## config.mk

```make
export PLATFORM = sky130hd
export DESIGN_NAME = prim_reqack_arb_flat
export DESIGN_NICKNAME = d
export VERILOG_FILES = /design/src/rtl/prim_reqack_arb_if.sv /design/src/rtl/prim_reqack_arb.sv /design/src/flat_wrapper.sv
export SDC_FILE = /design/constraint.sdc
export NUM_CORES = 1
export LEC_CHECK = 0
export ABC_AREA = 1
export BUFFER_PORTS_ARGS = -buffer_cell sky130_fd_sc_hd__buf_2
export CORE_ASPECT_RATIO = 1.5
export CORE_MARGIN = 4
export CORE_UTILIZATION = 31
export CTS_BUF_LIST = sky130_fd_sc_hd__clkbuf_16
export DETAILED_ROUTE_END_ITERATION = 10
export HOLD_SLACK_MARGIN = 0.03
export PLACE_DENSITY = 0.54
export SETUP_SLACK_MARGIN = 0.1
export SYNTH_ARGS = -nofsm -noshare
export SYNTH_HDL_FRONTEND = slang
export SYNTH_SLANG_ARGS = --single-unit
```

## constraint.sdc

```tcl
create_clock -name clk_i -period 3.45 [get_ports clk_i]
set_input_delay 0.345 -clock clk_i [delete_from_list [all_inputs] [get_ports clk_i]]
set_output_delay 0.345 -clock clk_i [all_outputs]
set_load 0.01 [all_outputs]
```

## src/rtl/prim_reqack_arb_if.sv

```systemverilog
`default_nettype none
// ============================================================================
// Module   : prim_reqack_arb_if
// Brief    : Requester-side and channel-side signal bundle of the REQ/ACK arbiter.
// Revision : 1.0 - initial release
// ============================================================================
interface prim_reqack_arb_if #(
  parameter int NumReq    = 4,
  parameter int DataWidth = 8
);
  localparam int c_idx_w = $clog2(NumReq);

  logic [NumReq-1:0]           req_i;
  logic [NumReq*DataWidth-1:0] data_i;
  logic [NumReq-1:0]           ack_o;
  logic                        chan_req_o;
  logic [DataWidth-1:0]        chan_data_o;
  logic                        chan_ack_i;
  logic [c_idx_w-1:0]          gnt_idx_o;
  logic                        busy_o;
  logic                        timeout_o;

  modport slave (
    input  req_i, data_i, chan_ack_i,
    output ack_o, chan_req_o, chan_data_o, gnt_idx_o, busy_o, timeout_o
  );

  modport master (
    output req_i, data_i, chan_ack_i,
    input  ack_o, chan_req_o, chan_data_o, gnt_idx_o, busy_o, timeout_o
  );
endinterface
`default_nettype wire

```

## src/rtl/prim_reqack_arb.sv

```systemverilog
`default_nettype none
// ============================================================================
// Module   : prim_reqack_arb
// Brief    : Round-robin arbiter sharing one REQ/ACK CDC channel, with timeout flag.
// Revision : 1.0 - initial release
// ============================================================================
module prim_reqack_arb #(
  parameter int NumReq        = 4,
  parameter int DataWidth     = 8,
  parameter int TimeoutCycles = 0
) (
  input  logic              clk_i,
  input  logic              rst_ni,
  prim_reqack_arb_if.slave  bus
);
  localparam int          c_idx_w    = $clog2(NumReq);
  localparam int unsigned c_num_req_u = NumReq;

  typedef enum logic [0:0] {
    ST_IDLE  = 1'b0,
    ST_GRANT = 1'b1
  } state_e;

  state_e               r_state;
  logic [c_idx_w-1:0]   r_ptr;
  logic [c_idx_w-1:0]   r_gnt_idx;
  logic [DataWidth-1:0] r_chan_data;

  logic [c_idx_w-1:0]   w_sel;
  logic                 w_any;
  logic                 w_start;
  logic                 w_done;
  logic [NumReq-1:0]    w_ack;

  function automatic logic [c_idx_w-1:0] wrap_add(input logic [c_idx_w-1:0] base,
                                                  input int unsigned          off);
    int unsigned sum;
    sum = 32'(base) + off;
    if (sum >= c_num_req_u) sum = sum - c_num_req_u;
    return sum[c_idx_w-1:0];
  endfunction

  // Scan from the highest offset down so the lowest offset from r_ptr wins.
  always_comb begin
    w_sel = r_ptr;
    for (int i = NumReq - 1; i >= 0; i--) begin
      if (bus.req_i[wrap_add(r_ptr, unsigned'(i))]) w_sel = wrap_add(r_ptr, unsigned'(i));
    end
  end

  assign w_any   = |bus.req_i;
  assign w_start = (r_state == ST_IDLE) && w_any;
  assign w_done  = (r_state == ST_GRANT) && bus.chan_ack_i;

  always_ff @(posedge clk_i) begin
    if (!rst_ni) begin
      r_state     <= ST_IDLE;
      r_ptr       <= '0;
      r_gnt_idx   <= '0;
      r_chan_data <= '0;
    end else begin
      case (r_state)
        ST_IDLE: begin
          if (w_start) begin
            r_state     <= ST_GRANT;
            r_gnt_idx   <= w_sel;
            r_chan_data <= bus.data_i[w_sel*DataWidth +: DataWidth];
          end
        end
        ST_GRANT: begin
          if (w_done) begin
            r_state <= ST_IDLE;
            r_ptr   <= wrap_add(r_gnt_idx, 1);
          end
        end
        default: r_state <= ST_IDLE;
      endcase
    end
  end

  always_comb begin
    w_ack = '0;
    if (w_done) w_ack[r_gnt_idx] = 1'b1;
  end

  assign bus.ack_o       = w_ack;
  assign bus.chan_req_o  = (r_state == ST_GRANT);
  assign bus.busy_o      = (r_state == ST_GRANT);
  assign bus.chan_data_o = r_chan_data;
  assign bus.gnt_idx_o   = r_gnt_idx;

  generate
    if (TimeoutCycles > 0) begin : g_timeout
      localparam int                c_cnt_w   = $clog2(TimeoutCycles + 1);
      localparam logic [c_cnt_w-1:0] c_cnt_max = c_cnt_w'(TimeoutCycles);

      logic [c_cnt_w-1:0] r_cnt;
      logic               r_timeout;

      // Counter saturates at the limit, so the pulse fires once per transaction.
      always_ff @(posedge clk_i) begin
        if (!rst_ni) begin
          r_cnt     <= '0;
          r_timeout <= 1'b0;
        end else begin
          r_timeout <= 1'b0;
          if (w_start) begin
            r_cnt <= '0;
          end else if ((r_state == ST_GRANT) && !bus.chan_ack_i && (r_cnt != c_cnt_max)) begin
            r_cnt     <= r_cnt + 1'b1;
            r_timeout <= (r_cnt == c_cnt_max - 1'b1);
          end
        end
      end

      assign bus.timeout_o = r_timeout;
    end else begin : g_no_timeout
      assign bus.timeout_o = 1'b0;
    end
  endgenerate
endmodule
`default_nettype wire

```

## src/flat_wrapper.sv

```systemverilog
// flat-port wrapper written by rule: the top's interface ports become plain ports
module prim_reqack_arb_flat 
#(
  parameter int NumReq        = 4,
  parameter int DataWidth     = 8,
  parameter int TimeoutCycles = 0
)
  (clk_i, rst_ni, bus_req_i, bus_data_i, bus_chan_ack_i, bus_ack_o, bus_chan_req_o, bus_chan_data_o, bus_gnt_idx_o, bus_busy_o, bus_timeout_o);
  prim_reqack_arb_if #(.NumReq(NumReq), .DataWidth(DataWidth)) bus_i ();
  input  logic clk_i;
  input  logic rst_ni;
  input wire logic [$bits(bus_i.req_i)-1:0] bus_req_i;
  input wire logic [$bits(bus_i.data_i)-1:0] bus_data_i;
  input wire logic [$bits(bus_i.chan_ack_i)-1:0] bus_chan_ack_i;
  output wire logic [$bits(bus_i.ack_o)-1:0] bus_ack_o;
  output wire logic [$bits(bus_i.chan_req_o)-1:0] bus_chan_req_o;
  output wire logic [$bits(bus_i.chan_data_o)-1:0] bus_chan_data_o;
  output wire logic [$bits(bus_i.gnt_idx_o)-1:0] bus_gnt_idx_o;
  output wire logic [$bits(bus_i.busy_o)-1:0] bus_busy_o;
  output wire logic [$bits(bus_i.timeout_o)-1:0] bus_timeout_o;
  assign bus_i.req_i = bus_req_i;
  assign bus_i.data_i = bus_data_i;
  assign bus_i.chan_ack_i = bus_chan_ack_i;
  assign bus_ack_o = bus_i.ack_o;
  assign bus_chan_req_o = bus_i.chan_req_o;
  assign bus_chan_data_o = bus_i.chan_data_o;
  assign bus_gnt_idx_o = bus_i.gnt_idx_o;
  assign bus_busy_o = bus_i.busy_o;
  assign bus_timeout_o = bus_i.timeout_o;
  prim_reqack_arb #(.NumReq(NumReq), .DataWidth(DataWidth), .TimeoutCycles(TimeoutCycles)) u_core (.clk_i(clk_i), .rst_ni(rst_ni), .bus(bus_i));
endmodule
```

==> summary.txt <==
STA
  • Period Utilization, post-route: 63.1%
  • Final count of hold timing violations: 0
  • Final Setup Violations: 0
  • FMAX: 460 MHz
  • RSZ-0062 raised after global routing: false
  • Setup Total Neg Slack: 0 ns
  • Transition time at the pin with the least slew margin: between 0.5 and 0.6 ns
  • Post-layout min period: 2.18 ns
  • Slew headroom: between 60% and 70%
  • Layout Skew: approximately 0.0025 ns
  • Final Max Tran Viols: 0

Place
  • Number of placed instances, taps included: 312
  • Buffers on Ports: 54
  • Final weighted congestion of routability-driven global placement: 0.857
  • Placed cell areas: around 1600 um2
  • HPWL Detailed: between 2000 and 3000 um

Clock network
  • Number of gates resized after cts: 0
  • Clk slew on worst S/H paths: 0.05 ns
  • Total number of H-tree levels: 1
  • Clock insertion delay at the later pin of the skew report: 0.24 ns
  • CTS tree: yes
  • Cts-stage hold buffer count: 0
  • Buffer cell driving the clock tree root: clkbuf_16
  • Largest buffer count on any clock path: 2
  • Clock sinks: 13
  • Num CTS Buffers: 3
  • Number of buffers added for setup after CTS: 0

Final layout
  • Share of layout cells above drive strength 1: 37.4%
  • Combined flip-flop and latch cell area: 260 um2
  • Multi-input combinational cell area: about 770 um2
  • Area of all placed cells without fillers: 1680 um2
  • Final Instance Count excl. Fillers: 316
  • Antenna diode count: 0
  • Layout area overhead: 24.4%
  • Total Nets Final: 314
  • Number of fill cells: 487

Worst setup path
  • Depth of the worst register-to-register path: 13
  • Arrival time at the worst endpoint: 2.32 ns
  • Cell mode on critical path: nand2_1
  • WP data required: 3.59 ns
  • Stages on the worst setup path: 13
  • Type of the worst setup path: reg -> reg
  • Cell type group with the largest total delay on the critical path: simple AND/OR/NAND/NOR gates
  • Category of the worst setup path launch point: flip-flop
  • Critical-path cell list: nand2_1 > o21ai_2 > nand2_2 > nand2_2 > inv_2 > nand2_4 > nand3_4 > nand2_4 > nand2_1 > nand3_1 > nand3_1 > nand2_1 > inv_1
  • Combined buffer and inverter count along the critical path: 2
  • Largest driver fanout on the critical path: 17
  • Worst stage delay on the critical path: about 0.67 ns
  • Category of the worst setup path capture point: flip-flop
  • Reg2reg setup slack: 1.27 ns
  • Crit path max-delay cell type: dfxtp_1

Global routing
  • Number of global-route vias before repair: 1,370
  • Remaining Overflow, GRT: 0
  • Maximum number of pins on one net before global-route repair: 18
  • First-pass GRT wire length: 5980 um
  • All-layer global routing usage: 14.3%
  • Antenna violations before repair: 0

Yosys
  • Synthesized netlist cell count: 220
  • Synthesized flop and latch total: 13
  • Average cell area after synthesis: 6.13 um2
  • Share of the yosys chip area belonging to registers: 19.3%
  • Warnings from Yosys: 0
  • Syn Nets: ~260
  • Number of different library cells in the post-synthesis netlist: 28
  • Synthesized area: approximately 1300 um2

Pwr
  • Peak supply drop: ~0.22 mV
  • Cell area power density: slightly above 400 nW/um2
  • Leak pwr: approximately 1.1 nW

Min path
  • Number of cells traversed by the worst hold path: 3
  • Hold crit path type: in -> reg

Floorplan
  • Die Y: a little under 90 um
  • Number of placement rows: 29
  • Chip Width: about 62 um
  • Area enclosed by the die boundary: between 5000 and 6000 um2
  • Count of boundary I/O pins: 56
  • Initial Util: 32.0%
  • Core region area: 4210 um2

Routing
  • Drt total wl: 3500 um
  • Post-detailed-route wirelength per cell: 11.1 um
  • Number of vias after detailed routing: around 1.4k
  • Count of routing violations after the opening detailed-route iteration: 20
  • DRC violations left: 0
  • Remaining antenna violation count after routing: 0
  • Average via count per standard cell: 4.47
  • Pre-Repair DR Iteration Count: 5

Run status
  • Outcome: finished, final reports clean

Flow run
  • Number of max-cap violations: 0
## report_power, final
group,leakage (nW),internal [mW],switching [mW]
logic,0.914,0.108,0.175
registers,0.108,0.172,0.0170
clock network,0.0423,0.153,0.0678
total,1.06,0.433,0.259
## sequential cells by signal, summed over array words and instances (netlist names)
name,flops
u_core.bus.busy_o,1
u_core.bus.chan_data_o,8
u_core.bus.gnt_idx_o,2
u_core.r_ptr,2
## layout by cell type, fill, tap and decap left out
cell type   n
nand3_2     5
or2_2       1
nand2_1    32
o21ai_0     3
nand3_4     1
o211ai_1    1
nand3_1    40
ha_1        4
inv_2       4
nor2_2      1
nor4_1      1
a21oi_1     3
buf_2      54
nand2_4     4
nand2_2    25
o21ai_2     1
nor2_1     11
conb_1      1
inv_1      58
clkbuf_16   3
a21oi_2     1
o21ai_1     1
dfxtp_1    13
inv_8       1
nand3b_1    1
## worst paths after layout
check | end | from
worst max-delay path | u_core.bus.chan_data_o[5]$_SDFFE_PN0P_ | u_core.r_ptr[0]$_SDFFE_PN0P_
worst min-delay path | u_core.bus.chan_data_o[1]$_SDFFE_PN0P_ | rst_ni
worst max register to register | u_core.bus.chan_data_o[5]$_SDFFE_PN0P_ | u_core.r_ptr[0]$_SDFFE_PN0P_
worst min register to register | u_core.bus.busy_o$_SDFF_PN0_ | u_core.bus.busy_o$_SDFF_PN0_
## cells by family (layout without fill, tap and decap cells)
kind of cell,count (synthesis),in the layout,synth area share (%)
simple gates,122,122,48.7
buf+inv,70,120,23.6
flops,13,13,19.3
compound gates,10,10,4.45
fa+ha+maj,4,4,3.71
other cells,1,1,0.278
## metal layers
metal	track usage (%)	vias to the layer above	part of all wire [%]
met4	6.95	0	3.2
met2	24.8	44	52
li1	-	754	-
met3	2.34	11	5.9
met1	16.4	604	38
met5	0	-	0
## cell usage after synthesis
cell type  count  area, um2
a21oi_1        3       15.0
a21oi_2        1       8.76
buf_12         1       20.0
buf_2          1       5.00
buf_4          3       22.5
buf_6          2       22.5
clkbuf_4       1       7.51
conb_1         1       3.75
dfxtp_1       13        260
ha_1           4       50.1
inv_1         57        214
inv_2          4       15.0
inv_8          1       11.3
nand2_1       32        120
nand2_2       25        156
nand2_4        4       45.0
nand3_1       40        200
nand3_2        5       50.1
nand3_4        1       17.5
nand3b_1       1       7.51
nor2_1        11       41.3
nor2_2         1       6.26
nor4_1         1       6.26
o211ai_1       1       7.51
o21ai_0        3       15.0
o21ai_1        1       5.00
o21ai_2        1       8.76
or2_2          1       6.26
## worst register-to-register path, stage by stage (launching register included)
cell and delay, ns:
dfxtp_1 0.67, nand2_1 0.13, o21ai_2 0.12, nand2_2 0.09, nand2_2 0.07, inv_2 0.05, nand2_4 0.08, nand3_4 0.20
nand2_4 0.29, nand2_1 0.09, nand3_1 0.09, nand3_1 0.10, nand2_1 0.08, inv_1 0.03
## stage by stage
stage	util, %	worst slack [ns]	total power [mW]	hold WS, ns
floorplan	-	1.86	0.414	0.553
global placement	38.0	1.33	0.475	0.549
detailed placement	38.0	1.29	0.477	0.548
CTS	39.9	1.27	0.705	0.425
global route	39.9	1.05	0.751	0.434
finish	39.9	1.27	0.692	0.424
## area by class of cell
type | instances | share of cell area [%]
Clock buffer | 3 | 4.47
Clock inverter | 1 | 0.224
Multi-Input combinational cell | 137 | 45.9
Tap cell | 46 | 3.43
Inverter | 62 | 14.3
Sequential cell | 13 | 15.5
Timing Repair Buffer | 54 | 16.1
No activity file was read; power rests on OpenSTA's default activity.
